### src/rtl/out_port_uart_tx.sv
// Buffers 16-bit CPU output words in a FIFO and sends each as two UART frames (low byte first).
// Optional macro UART_TX_PARITY_EN adds an even-parity bit per frame (8E1 instead of 8N1).
module out_port_uart_tx #(
   parameter int CLKS_PER_BIT = 868,
   parameter int FIFO_AW      = 3
) (
   input  logic               clk,
   input  logic               rst_n,
   input  logic [15:0]        din,
   input  logic               din_valid,
   output logic               tx,
   output logic               busy,
   output logic               overflow,
   output logic [FIFO_AW:0]   fifo_level
);

   localparam int BW    = (CLKS_PER_BIT > 1) ? $clog2(CLKS_PER_BIT) : 1;
   localparam int DEPTH = 1 << FIFO_AW;
   localparam logic [FIFO_AW:0] FULL_LVL  = (FIFO_AW + 1)'(DEPTH);
   localparam logic [BW-1:0]    BAUD_LAST = BW'(CLKS_PER_BIT - 1);

`ifdef UART_TX_PARITY_EN
   typedef enum logic [2:0] {IDLE, START, DATA, PARITY, STOP} state_e;
`else
   typedef enum logic [2:0] {IDLE, START, DATA, STOP} state_e;
`endif

   state_e             state_q, state_d;
   logic [BW-1:0]      baud_q, baud_d;
   logic [2:0]         bit_q, bit_d;
   logic               byte_sel_q, byte_sel_d;
   logic [15:0]        hold_q, hold_d;
   logic               tx_q, tx_d;
   logic               busy_q, busy_d;
   logic               overflow_q, overflow_d;
   logic [FIFO_AW:0]   level_q, level_d;
   logic [FIFO_AW-1:0] wr_ptr_q, wr_ptr_d;
   logic [FIFO_AW-1:0] rd_ptr_q, rd_ptr_d;
   logic [15:0]        mem_q [DEPTH];

   logic               pop;
   logic               push_ok;
   logic               baud_wrap;
   logic [7:0]         cur_byte;

   assign baud_wrap = (baud_q == BAUD_LAST);
   assign cur_byte  = byte_sel_q ? hold_q[15:8] : hold_q[7:0];

   // tx is registered, so each branch drives the level of the bit being entered.
   always_comb begin
      state_d    = state_q;
      baud_d     = baud_q;
      bit_d      = bit_q;
      byte_sel_d = byte_sel_q;
      hold_d     = hold_q;
      tx_d       = tx_q;
      pop        = 1'b0;
      case (state_q)
         IDLE: begin
            tx_d   = 1'b1;
            baud_d = '0;
            if (level_q != '0) begin
               pop        = 1'b1;
               hold_d     = mem_q[rd_ptr_q];
               byte_sel_d = 1'b0;
               state_d    = START;
               tx_d       = 1'b0;
            end
         end
         START: begin
            baud_d = baud_q + BW'(1);
            if (baud_wrap) begin
               baud_d  = '0;
               bit_d   = 3'd0;
               state_d = DATA;
               tx_d    = cur_byte[0];
            end
         end
         DATA: begin
            baud_d = baud_q + BW'(1);
            if (baud_wrap) begin
               baud_d = '0;
               if (bit_q == 3'd7) begin
`ifdef UART_TX_PARITY_EN
                  state_d = PARITY;
                  tx_d    = ^cur_byte;
`else
                  state_d = STOP;
                  tx_d    = 1'b1;
`endif
               end else begin
                  bit_d = bit_q + 3'd1;
                  tx_d  = cur_byte[bit_q + 3'd1];
               end
            end
         end
`ifdef UART_TX_PARITY_EN
         PARITY: begin
            baud_d = baud_q + BW'(1);
            if (baud_wrap) begin
               baud_d  = '0;
               state_d = STOP;
               tx_d    = 1'b1;
            end
         end
`endif
         STOP: begin
            baud_d = baud_q + BW'(1);
            if (baud_wrap) begin
               baud_d = '0;
               if (!byte_sel_q) begin
                  byte_sel_d = 1'b1;
                  state_d    = START;
                  tx_d       = 1'b0;
               end else begin
                  state_d = IDLE;
                  tx_d    = 1'b1;
               end
            end
         end
         default: begin
            state_d = IDLE;
            tx_d    = 1'b1;
            baud_d  = '0;
         end
      endcase
   end

   // A pop in the same cycle frees a slot, so a push into a full FIFO is still taken.
   always_comb begin
      push_ok    = din_valid && ((level_q != FULL_LVL) || pop);
      wr_ptr_d   = wr_ptr_q;
      rd_ptr_d   = rd_ptr_q;
      level_d    = level_q;
      overflow_d = overflow_q | (din_valid & ~push_ok);
      if (push_ok) wr_ptr_d = wr_ptr_q + FIFO_AW'(1);
      if (pop)     rd_ptr_d = rd_ptr_q + FIFO_AW'(1);
      if (push_ok && !pop)      level_d = level_q + (FIFO_AW + 1)'(1);
      else if (!push_ok && pop) level_d = level_q - (FIFO_AW + 1)'(1);
   end

   assign busy_d = (state_d != IDLE) || (level_d != '0);

   always_ff @(posedge clk or negedge rst_n) begin
      if (!rst_n) begin
         state_q    <= IDLE;
         baud_q     <= '0;
         bit_q      <= '0;
         byte_sel_q <= 1'b0;
         hold_q     <= '0;
         tx_q       <= 1'b1;
         busy_q     <= 1'b0;
         overflow_q <= 1'b0;
         level_q    <= '0;
         wr_ptr_q   <= '0;
         rd_ptr_q   <= '0;
      end else begin
         state_q    <= state_d;
         baud_q     <= baud_d;
         bit_q      <= bit_d;
         byte_sel_q <= byte_sel_d;
         hold_q     <= hold_d;
         tx_q       <= tx_d;
         busy_q     <= busy_d;
         overflow_q <= overflow_d;
         level_q    <= level_d;
         wr_ptr_q   <= wr_ptr_d;
         rd_ptr_q   <= rd_ptr_d;
      end
   end

   always_ff @(posedge clk) begin
      if (push_ok) mem_q[wr_ptr_q] <= din;
   end

   assign tx         = tx_q;
   assign busy       = busy_q;
   assign overflow   = overflow_q;
   assign fifo_level = level_q;

endmodule

### config.mk
export PLATFORM = sky130hd
export DESIGN_NAME = out_port_uart_tx
export DESIGN_NICKNAME = d
export VERILOG_FILES = /design/src/rtl/out_port_uart_tx.sv
export SDC_FILE = /design/constraint.sdc
export NUM_CORES = 1
export LEC_CHECK = 0
export CORE_MARGIN = 5
export CORE_UTILIZATION = 45
export DETAILED_ROUTE_END_ITERATION = 12
export PLACE_DENSITY = 0.73
export SETUP_SLACK_MARGIN = 0.15
export SLEW_MARGIN = 10
export SYNTH_ARGS = -nofsm -noshare
export SYNTH_HDL_FRONTEND = slang
export SYNTH_SLANG_ARGS = --single-unit
export TNS_END_PERCENT = 1
### constraint.sdc
create_clock -name clk -period 2.92 [get_ports clk]
set_clock_uncertainty 0.15 [all_clocks]
set_input_delay 0.584 -clock clk [delete_from_list [all_inputs] [get_ports clk]]
set_output_delay 0.584 -clock clk [all_outputs]
set_load 0.02 [all_outputs]
; Word level (Yosys, flattened, before mapping)
; Memories as Yosys holds them, arrays and structs flattened. A register that Yosys moved wholly into a read port is not among the register bits.
; Cells that the tools add are included.
[classes]
addsub = 6
n_lt_le_gt_ge = 1
eq_ne = 11
muxes = 32
bitwise_logic = 3
n_reduce_logical = 19
[op_table]
columns = cell, n
row1 = 3-bit two-way mux, 8
row2 = 10-bit two-way mux, 2
row3 = 1-bit two-way mux, 14
row4 = 3-bit case mux with 4 select lines, 1
row5 = "10-bit by 1-bit adder with 10-bit output, second input constant", 1
row6 = "10-bit == test, second input constant", 1
row7 = "2-bit != test, second input constant", 5
row8 = "3-bit by 1-bit adder with 3-bit output, second input constant", 3
row9 = 4-bit two-way mux, 2
row10 = 8-bit two-way mux, 1
row11 = 4-bit nonzero test, 2
row12 = "3-bit by 2-bit == test with 1-bit output, second input constant", 2
row13 = 3-bit case mux with 2 select lines, 1
row14 = 3-bit AND reduction, 2
row15 = "4-bit by 1-bit adder with 4-bit output, second input constant", 1
row16 = "3-bit by 4-bit < comparator with 1-bit output, second input constant", 1
row17 = "4-bit != test, second input constant", 1
row18 = 1-bit case mux with 4 select lines, 1
row19 = 4-bit AND reduction, 1
row20 = 2-bit nonzero test, 2
row21 = "4-bit by 1-bit subtractor with 4-bit output, second input constant", 1
row22 = 1-bit binary-select mux with 3-bit select, 1
row23 = "3-bit by 1-bit == test with 1-bit output, second input constant", 1
row24 = "3-bit == test, second input constant", 1
row25 = other kinds (11), 16
[totals]
regBits = 30
ram_bits = 128
inputBits = 19
out_inout_bits = 7
elab_cells = 83
mem_count = 1
[memory_table]
columns = name, words, word_bits, rd, rd_clocked_by_memory_dff, wr, line_no
row1 = mem_q, 8, 16, 1, 1, 1, 39  ; logic [15:0] mem_q [DEPTH];

; Longest topological paths before layout
[depth]
ltp_word = 11
depth_mapped = 8
depth_no_buf = 7

; Least setup slack after synthesis
; No wires, ideal clock.
[synth_path]
path_kind = reg2reg
from = register level_q[1] (netlist: fifo_level[1])
to = memory mem_q[0][0] (enable)
setup_time_ps = 409
t_arrival_ps = 2680
t_required_ps = 2361
path_slack_ps = -320
stages_incl_launch_ff = 8
path_buffers = 1
path_cell_list = dfrtp_1 > buf_2 > inv_1 > ha_1 > nand3b_1 > o21ai_0 > or2_2 > nor3_1
[synth_via]
elab_chain_cells = 7
[synth_lines]
columns = item, line_no
row1 = "start, declared", 36  ; logic [FIFO_AW:0] level_q, level_d;
row2 = "start signal, assigned", 166  ; level_q <= level_d;
row3 = 4-bit nonzero test, 62  ; if (level_q != '0) begin
row4 = 1-bit two-way mux, 62
row5 = 1-bit two-way mux, 58  ; case (state_q)
row6 = 1-bit logical OR *, 131  ; push_ok = din_valid && ((level_q != FULL_LVL) || pop);
row7 = 1-bit logical AND *, 131
row8 = 1-bit two-way mux *, 173  ; if (push_ok) mem_q[wr_ptr_q] <= din;
row9 = 1-bit two-way mux (implied by the code) *, 173
row10 = "end, declared", 39
; Mark *: on every way between the ends. The rest lies on a longest branch, timed or not.

; Worst setup path after layout
[layout_path]
from = register level_q[0] (netlist: fifo_level[0])
to = register busy_q (netlist: busy)
[layout_via]
elab_chain_cells = 11
[layout_lines]
columns = item, line_no
row1 = 4-bit nonzero test, 62
row2 = 1-bit two-way mux, 62
row3 = 1-bit two-way mux, 58
row4 = 1-bit logical OR, 131
row5 = 1-bit logical AND, 131
row6 = 1-bit zero test, 139  ; else if (!push_ok && pop) level_d = level_q - (FIFO_AW + 1)'(1);
row7 = 1-bit logical AND, 139
row8 = 4-bit two-way mux, 139
row9 = 4-bit two-way mux, 138  ; if (push_ok && !pop) level_d = level_q + (FIFO_AW + 1)'(1);
row10 = 4-bit nonzero test, 142  ; assign busy_d = (state_d != IDLE) || (level_d != '0);
row11 = 1-bit logical OR *, 142
row12 = net busy_d, 34  ; logic busy_q, busy_d;
row13 = "end signal, assigned", 164  ; busy_q <= busy_d;
row14 = "end, declared", 34
; The timed path passes the listed nets; every way through them passes the cells marked *.
; A chain may end at the register's enable or synchronous reset.

==> impl_metrics.env <==
export IMPL_cts_buffer_depth=2
export IMPL_hpwl_mm=8.03
export IMPL_final_cells=701
export IMPL_tightest_slew_ns=0.881
export IMPL_cts_setup_buffers=0
export IMPL_layout_common_cells="edfxtp_1 (128), dfrtp_1 (44), nand2_1 (37)"
export IMPL_grt_pass1_wl_mm=20.7
export IMPL_max_freq_mhz=381
export IMPL_maxCapViolCount=0
export IMPL_combPwrFrac_pct=26.5
export IMPL_core_area_mm2=0.0157
export IMPL_io_pins=26
export IMPL_crit_path_start_kind="register"
export IMPL_ys_warn_count=0
export IMPL_power_leakage_nw=2.99
export IMPL_async_flop_share_pct=26.4
export IMPL_track_usage_pct=15.0
export IMPL_drt_total_wl_mm=12.8
export IMPL_drt_iter0_markers=308
export IMPL_hold_viol=0
export IMPL_synth_top_flop_cell="edfxtp_1"
export IMPL_antenna_cells=0
export IMPL_ant_nets=0
export IMPL_dieArea_mm2=0.0185
export IMPL_synth_edff_count=128
export IMPL_path_buf_inv=1
export IMPL_power_w=0.00769
export IMPL_die_y_um=136
export IMPL_critical_path_cell_chain="inv_1 > ha_1 > nor3b_1 > nor2_1 > or3_1 > a311oi_1 > or4b_1"
export IMPL_drc=0
export IMPL_numCtsBuffers=17
export IMPL_grt_pass1_vias=3822
export IMPL_yosysSeqAreaShare_pct=69.9
export IMPL_grt_max_degree=38
export IMPL_dp_cells=669
export IMPL_post_route_util_pct=53.3
export IMPL_viasPerCell=5.39
export IMPL_fill_cells=1268
export IMPL_finalSetupViolCount=0
export IMPL_path_delay_family="simple AND/OR/NAND/NOR gates"
export IMPL_synth_seq_cells=174
export IMPL_power_frac_seq_pct=44.3
export IMPL_hold_path_class="input port to asynchronous set/reset pin"
export IMPL_critPathSlowestCell="dfrtp_1"
export IMPL_die_width_um=136
export IMPL_root_buffer="clkbuf_16"
export IMPL_gp_congestion=0.844
export IMPL_placed_area_mm2=0.00777
export IMPL_layout_commonest_cell="edfxtp_1"
export IMPL_cp_slowest_stage_delay_ns=0.48
export IMPL_relSlewSlack_pct=41.3
export IMPL_slew_violations=0
export IMPL_wl_per_cell_um=18.2
export IMPL_clkTransAtPathRegs_ns=0.07
export IMPL_end_kind="register"
export IMPL_start_util_pct=45.5
export IMPL_cts_resized=0
export IMPL_netlist_instances=430
export IMPL_irDropWorstVdd_v=0.000519
export IMPL_synth_nets=457
export IMPL_cts_sinks=174
export IMPL_antenna_found_initial=0
export IMPL_p_sw_share_pct=30.3
export IMPL_worstPathRequired_ns=3.07
export IMPL_finalNetCount=499
export IMPL_postSynthAreaPerCell_um2=16.6
export IMPL_final_cell_area_mm2=0.00837
export IMPL_grt_ovfl_total=0
export IMPL_p_switching_w=0.00233
export IMPL_period_needed_ns=2.62
export IMPL_firstDrtPassIters=5
export IMPL_syn_to_final_growth_pct=17.1
export IMPL_htreeDepth=4
export IMPL_vias=3777
export IMPL_p_int_w=0.00536
export IMPL_port_buffers=25
export IMPL_clkLatencyLatePin_ns=0.42
export IMPL_pwr_share_clk_pct=29.3
export IMPL_path_max_fanout=8
export IMPL_worstSetupPathType="register to register"
export IMPL_outcome="finished clean"
export IMPL_netlist_area_mm2=0.00715
export IMPL_synth_distinct_cells=54
export IMPL_cp_arrival_ns=2.77
export IMPL_rsz0062_at_grt="no"
export IMPL_cts_hold_buf=0
export IMPL_drive_gt1_share_pct=20.6
export IMPL_cts_tree="yes"
export IMPL_tns_ns=0
export IMPL_p_per_area_mw_per_mm2=918
export IMPL_row_count=46
export IMPL_finalCritPeriodShare_pct=89.9
cell type report:
cell class / count / area, um^2 / share of cell area (%)
Sequential cell: 174 / 5000 / 59.7
Clock inverter: 14 / 171 / 2.05
Tap cell: 216 / 270 / 3.23
Clock buffer: 18 / 429 / 5.13
Multi-Input combinational cell: 227 / 2040 / 24.3
Timing Repair Buffer: 44 / 438 / 5.23
Inverter: 8 / 30.0 / 0.359
final timing paths:
| check | endpoint | slack [ns] | cells after the start | start |
|---|---|---|---|---|
| min in group clk | overflow | 0.31 | 1 | overflow |
| worst min-delay path | fifo_level[1] | 0.09 | 1 | rst_n |
| worst max-delay path | busy | 0.30 | 7 | fifo_level[0] |
| worst max register to register | busy | 0.30 | 7 | fifo_level[0] |
| max in group asynchronous | baud_q[3] | 1.88 | 2 | rst_n |
| worst min register to register | overflow | 0.31 | 1 | overflow |
power groups by stage:
stage / registers, W / clock network [W] / logic, W
after global routing: 0.00345 / 0.00241 / 0.00223
after CTS: 0.00340 / 0.00228 / 0.00206
after global placement: 0.00343 / 0 / 0.00201
final: 0.00340 / 0.00225 / 0.00203
after detailed placement: 0.00345 / 0 / 0.00205
after floorplan: 0.00337 / 0 / 0.00142
synth_stat cells (all sizes together), types with 2 or more instances:
library cell | number | area share [%]
clkbuf | 13 | 0.68
and3 | 5 | 0.44
or3 | 3 | 0.28
a221oi | 2 | 0.33
buf | 8 | 0.72
a21oi | 2 | 0.14
or3b | 2 | 0.24
nor3 | 7 | 0.63
nor2b | 2 | 0.17
or2 | 2 | 0.18
and4 | 2 | 0.24
o21ai | 25 | 1.7
edfxtp | 128 | 54
and2 | 2 | 0.17
mux2 | 3 | 0.47
nand2 | 37 | 1.9
mux4 | 35 | 11
xor2 | 4 | 0.49
mux2i | 20 | 2.8
dfrtp | 45 | 16
nor2 | 26 | 1.4
xnor2 | 9 | 1.1
nand2b | 4 | 0.35
o22ai | 2 | 0.17
nand3 | 4 | 0.28
nand4 | 2 | 0.17
a311oi | 2 | 0.24
or4 | 2 | 0.21
inv | 8 | 0.42
ha | 8 | 1.4
state kept, by name (all words and copies together), names as in the netlist, 3 cells and up:
signal / count
mem_q: 128
bit_q: 3
baud_q: 10
wr_ptr_q: 3
rd_ptr_q: 3
fifo_level: 4
hold_q: 16
state_q: 3
layer usage:
metal,global-route usage (%),part of all wire (%),vias to the layer above,wire length (um)
li1,-,-,1744,-
met1,20.7,44,1908,5670
met2,23.9,49,108,6320
met3,3.40,4.9,17,631
met4,4.70,1.3,0,165
met5,0,0,-,0
cells by family (layout without fill, tap and decap cells):
group	count (synthesis)	after routing	share of synthesized area (%)
other cells	1	1	0.0524
buf+inv	29	84	1.82
fa+ha+maj	8	8	1.40
mux	58	58	14.3
xor+xnor	13	13	1.59
simple gates	104	104	7.12
flops	174	174	69.9
compound gates	43	43	3.87
through the flow:
step | setup WS [ns] | hold slack (ns)
after floorplan | -0.186 | 0.138
after global placement | 0.257 | 0.297
after detailed placement | 0.230 | 0.305
after CTS | 0.324 | 0.116
after global routing | 0.169 | 0.160
final | 0.296 | 0.0941
Note: power is estimated with default switching activity, not from simulation.
==> patch 1, RTL diff (same settings) <==
Add an input register stage for `din` and `din_valid`, without a reset; this delays them by one clock.
--- a/src/rtl/out_port_uart_tx.sv
+++ b/src/rtl/out_port_uart_tx.sv
@@ -19,4 +19,12 @@
    localparam logic [FIFO_AW:0] FULL_LVL  = (FIFO_AW + 1)'(DEPTH);
    localparam logic [BW-1:0]    BAUD_LAST = BW'(CLKS_PER_BIT - 1);
+
+   logic [15:0] din_q;
+   logic din_valid_q;
+
+   always_ff @(posedge clk) begin
+      din_q       <= din;
+      din_valid_q <= din_valid;
+   end
 
 `ifdef UART_TX_PARITY_EN
@@ -129,9 +137,9 @@
    // A pop in the same cycle frees a slot, so a push into a full FIFO is still taken.
    always_comb begin
-      push_ok    = din_valid && ((level_q != FULL_LVL) || pop);
+      push_ok    = din_valid_q && ((level_q != FULL_LVL) || pop);
       wr_ptr_d   = wr_ptr_q;
       rd_ptr_d   = rd_ptr_q;
       level_d    = level_q;
-      overflow_d = overflow_q | (din_valid & ~push_ok);
+      overflow_d = overflow_q | (din_valid_q & ~push_ok);
       if (push_ok) wr_ptr_d = wr_ptr_q + FIFO_AW'(1);
       if (pop)     rd_ptr_d = rd_ptr_q + FIFO_AW'(1);
@@ -171,5 +179,5 @@
 
    always_ff @(posedge clk) begin
-      if (push_ok) mem_q[wr_ptr_q] <= din;
+      if (push_ok) mem_q[wr_ptr_q] <= din_q;
    end
 
Function: changed (a bounded check fails within 4 cycles, from zero or initial values and one cycle with rst_n low).
==> patch 1 against the original RTL <==
Hold slack gained 0.22 ns. Sequential cell count increased by 17. Final cell count is 3.0% higher. Power is 4.5% higher. Worst setup slack got worse by 0.059 ns. Sequential share of layout area grew 1.9 points. Synthesized cell count is 3.7% higher. Area after synthesis rose by 4.2%. Routed wire length up 3.1%. Critical path depth is 2 lower. Combinational power is 3% higher. Cell area increased by 3.6%. Critical path type unchanged. Critical endpoint unchanged. Largest cell class unchanged.
==> patch 1: results (changes against the original RTL) <==
Synth cell types = 47 (-13%)
Global-route wire length before repair = 21.89 mm (+5.7%)
GP Congestion = 0.7662 (-9.2%)
GRT Overall Usage = 14.79% (-0.19 points)
Detail Placement HPWL = 7.927 mm (-1.3%)
CTS buffer count = 17 (unchanged)
Primary FF master, synth = edfxtp_1
Largest net degree at the start of global routing = 39 (+2.6%)
Worst vdd ir = 518.0 uV (-0.10%)
Net count, final = 516 (+3.4%)
Routed wl met2 = 6.799 mm (+7.7%)
Met1 Routed Length = 5.716 mm (+0.74%)
Synth warnings = 0 (unchanged)
DR WL met3 = 491 um (-22%)
Clock latency on the worst-skew pair = 0.43 ns
CTS root buffer = clkbuf_16
Drt first pass iters = 4 (-1)
Largest regs = mem_q x128, din_q x16, hold_q x16
WHS Endpoint = overflow
Highest Signal Layer = met4
CTS clk-pin slew, worst paths = 0.07 ns (about the same)
Met2 Use GR = 25.21% (+1.3 points)
FF-to-FF Start = state_q[0]
Outcome = finished, final reports clean
Worst hold path type = reg2reg
Crit-path max cell delay = 0.50 ns (+0.02 ns)
Leakage = 3.104 nW (+3.9%)
Syn Nets = 473 (+3.5%)
CTS max path bufs = 2 (unchanged)
Ranking of synthesized cells by area = edfxtp_1 (52%), dfrtp_1 (15%), mux4_2 (11%)
Slowest-stage cell, CP = dfrtp_1
Setup slack, reg-to-reg = 0.24 ns (-0.06 ns)
EDFF count, synth = 128 (unchanged)
Met3 Usage GRT = 3.828% (+0.42 points)
Worst slew margin = 56.79% (+15 points)
Worst Path Arrival = 2.83 ns (+0.06 ns)
Share of cells above drive strength 1 = 20.32% (-0.30 points)
Postcts setup bufs = 0 (unchanged)
Final WL = 13.18 mm (+3.1%)
GR Util met1 = 18.81% (-1.9 points)
Initial detailed-routing violation count = 365 (+19%)
Commonest cells in the netlist = edfxtp_1 (128), dfrtp_1 (45), nand2_1 (37)
Hold Crit Start = overflow
CP delay by family, top = simple AND/OR/NAND/NOR gates
Vias in the first global route = 4038 (+5.7%)
Initial antenna violation count = 0 (unchanged)
Vias = 3822 (+1.2%)
H-tree Lvls = 4 (unchanged)
Worst reg2reg path depth = 5 (-2)
Post-synth ARST share = 24.08% (-2.4 points)
# diodes = 0 (unchanged)
Fill count = 1298 (+2.4%)
Sequential element share of the synthesized area = 71.63% (+1.8 points)
CP Max Fanout = 9 (+1)
-- patch 1: changes by cell type after synthesis, sizes merged, moves of 3 or more --
cell    before  now
clkbuf      13   16
dfxtp        0   17
buf          8    5
o21ai       25   22
and3         5    2
nand3        4    7
-- patch 1: layout make-up --
class	instances	share of cell area, %
inverter	8	0.3464
clock inverter	12	1.689
clock buffer	20	5.268
multi-input combinational	226	23.35
tap	220	3.175
sequential	191	61.58
timing repair buffer	45	4.589
-- patch 1: kinds of logic after synthesis --
family          count (synthesis)  synth area share [%]
fa+ha+maj                       8                 1.344
other cells                     1               0.05034
xor+xnor                       13                 1.528
flops                         191                 71.63
simple gates                  105                 6.735
buf+inv                        29                 1.495
mux                            60                 14.01
compound gates                 39                 3.208
-- patch 1: where the power goes --
part	total (mW)	internal, mW	switching, mW
logic	2.09	1.01	1.08
clock network	2.29	1.26	1.03
registers	3.65	3.37	0.284
total	8.04	5.64	2.40
-- patch 1: worst max-delay path by stage --
stage / startpoint / endpoint / cells after the start
after CTS: fifo_level[2] / busy / 5
after global routing: state_q[0] / busy / 5
after global placement: fifo_level[2] / busy / 5
after detailed placement: fifo_level[2] / busy / 5
final: state_q[0] / busy / 5
after floorplan: fifo_level[0] / mem_q[1][0] / 7
-- patch 1: metrics by stage --
step,setup WS (ns),hold WS [ns],setup TNS [ns],instance area (um2),std cells
floorplan,-0.1244,0.1384,-1.990,7455,446
global placement,0.2901,0.3101,0,8046,689
detailed placement,0.2824,0.3017,0,8046,689
CTS,0.2641,0.3221,0,8660,722
global route,0.1455,0.3710,0,8670,722
finish,0.2367,0.3161,0,8670,722
-- patch 1: repair_timing --
action / in CTS / in global routing
resized for setup: 0 / 3
endpoints found under the hold margin: 9 / 0
hold buffers: 1 / 0
endpoints found under the setup margin: 0 / 27
==> patch 2, RTL diff (same settings) <==
Without the edit above. The parameter `FIFO_AW` goes from 3 to 2.
--- a/src/rtl/out_port_uart_tx.sv
+++ b/src/rtl/out_port_uart_tx.sv
@@ -3,5 +3,5 @@
 module out_port_uart_tx #(
    parameter int CLKS_PER_BIT = 868,
-   parameter int FIFO_AW      = 3
+   parameter int FIFO_AW      = 2
 ) (
    input  logic               clk,
Interface: changed (resized fifo_level); port bits go from 26 to 25. The function was not compared with the original's and may differ.
==> patch 2 against the original RTL <==
Worst setup slack improved by 0.33 ns. Clock power fell by 55%. Combinational power fell by 34%. Utilization fell by 1.8 points. Highest routed layer unchanged. Cell area fell by 38%. Critical path depth did not move. Routed wire length fell by 43%. First-iteration DRC count fell by 45%. Power fell by 40%. Sequential cell count fell by 67. Count of clock-buffer cells in the layout fell by 9. Area after synthesis fell by 36%. Fmax rose by 14%.
==> patch 2: results (changes against the original RTL) <==
Setup slack at placement = 0.3070 ns (+0.07693 ns)
EDFF count, synth = 64 (-50%)
Post-synth ARST share = 40.19% (+14 points)
Worst Path Arrival = 2.40 ns (-0.37 ns)
Synth cell types = 49 (-9.3%)
Routed wl met2 = 3.564 mm (-44%)
Synthesized-area fraction occupied by adder cells = 2.717% (+1.3 points)
Outcome = finished, final reports clean
Crit-path max cell delay = 0.41 ns (-0.07 ns)
Sequential element share of the synthesized area = 65.12% (-4.7 points)
Vias in the first global route = 2536 (-34%)
Worst slew margin = 48.74% (+7.4 points)
Cell count after placement = 444 (-34%)
Wire per inst = 15.90 um (-13%)
Syn Nets = 321 (-30%)
Post-layout minimum cycle time = 2.298 ns (-0.3264 ns)
Commonest cells in the netlist = edfxtp_1 (64), dfrtp_1 (42), nor2_1 (22)
Mux cell area share after synthesis = 14.29% (about the same)
Drt first pass iters = 4 (-1)
PortBufs = 24 (-4.0%)
Leakage = 1.892 nW (-37%)
CTS clk-pin slew, worst paths = 0.11 ns (+0.04 ns)
Detail Placement HPWL = 4.904 mm (-39%)
Initial detailed-routing violation count = 169 (-45%)
Synth Area in XOR/XNOR = 2.825% (+1.2 points)
DR vias/cell = 5.165 (-4.1%)
Area Growth Syn to Fin = 13.28%
Worst hold margin = 0.1246 ns (+0.03049 ns)
Net count, final = 348 (-30%)
Fill count = 834 (-34%)
[patch 2: cell count changes after synthesis, sizes merged, moves of 4 or more]
cell	change
mux2	+15
nor2	-4
nand3	+7
a31oi	+5
edfxtp	-64
nand2	-28
nor3	-4
mux2i	-15
clkbuf	-10
mux4	-17
o21ai	-19
[patch 2: layer usage]
layer	global-route usage, %	up-vias
met5	0	-
met4	3.650	0
met3	3.821	7
met2	21.03	35
met1	16.95	1187
li1	-	1147
[patch 2: power breakdown]
part / internal [mW] / leakage [nW] / total (mW) / switching (mW)
Clock: 0.499 / 0.118 / 1.01 / 0.513
Combinational: 0.705 / 0.653 / 1.34 / 0.639
Sequential: 2.00 / 1.12 / 2.22 / 0.226
[patch 2: area by class of cell]
class	count	share of cell area, %
clock buffers	9	2.374
clock inverters	7	2.110
inverters	11	0.7914
multi-input cells	160	28.61
flip-flops and latches	107	57.48
well taps	136	3.261
repair buffers	30	5.372
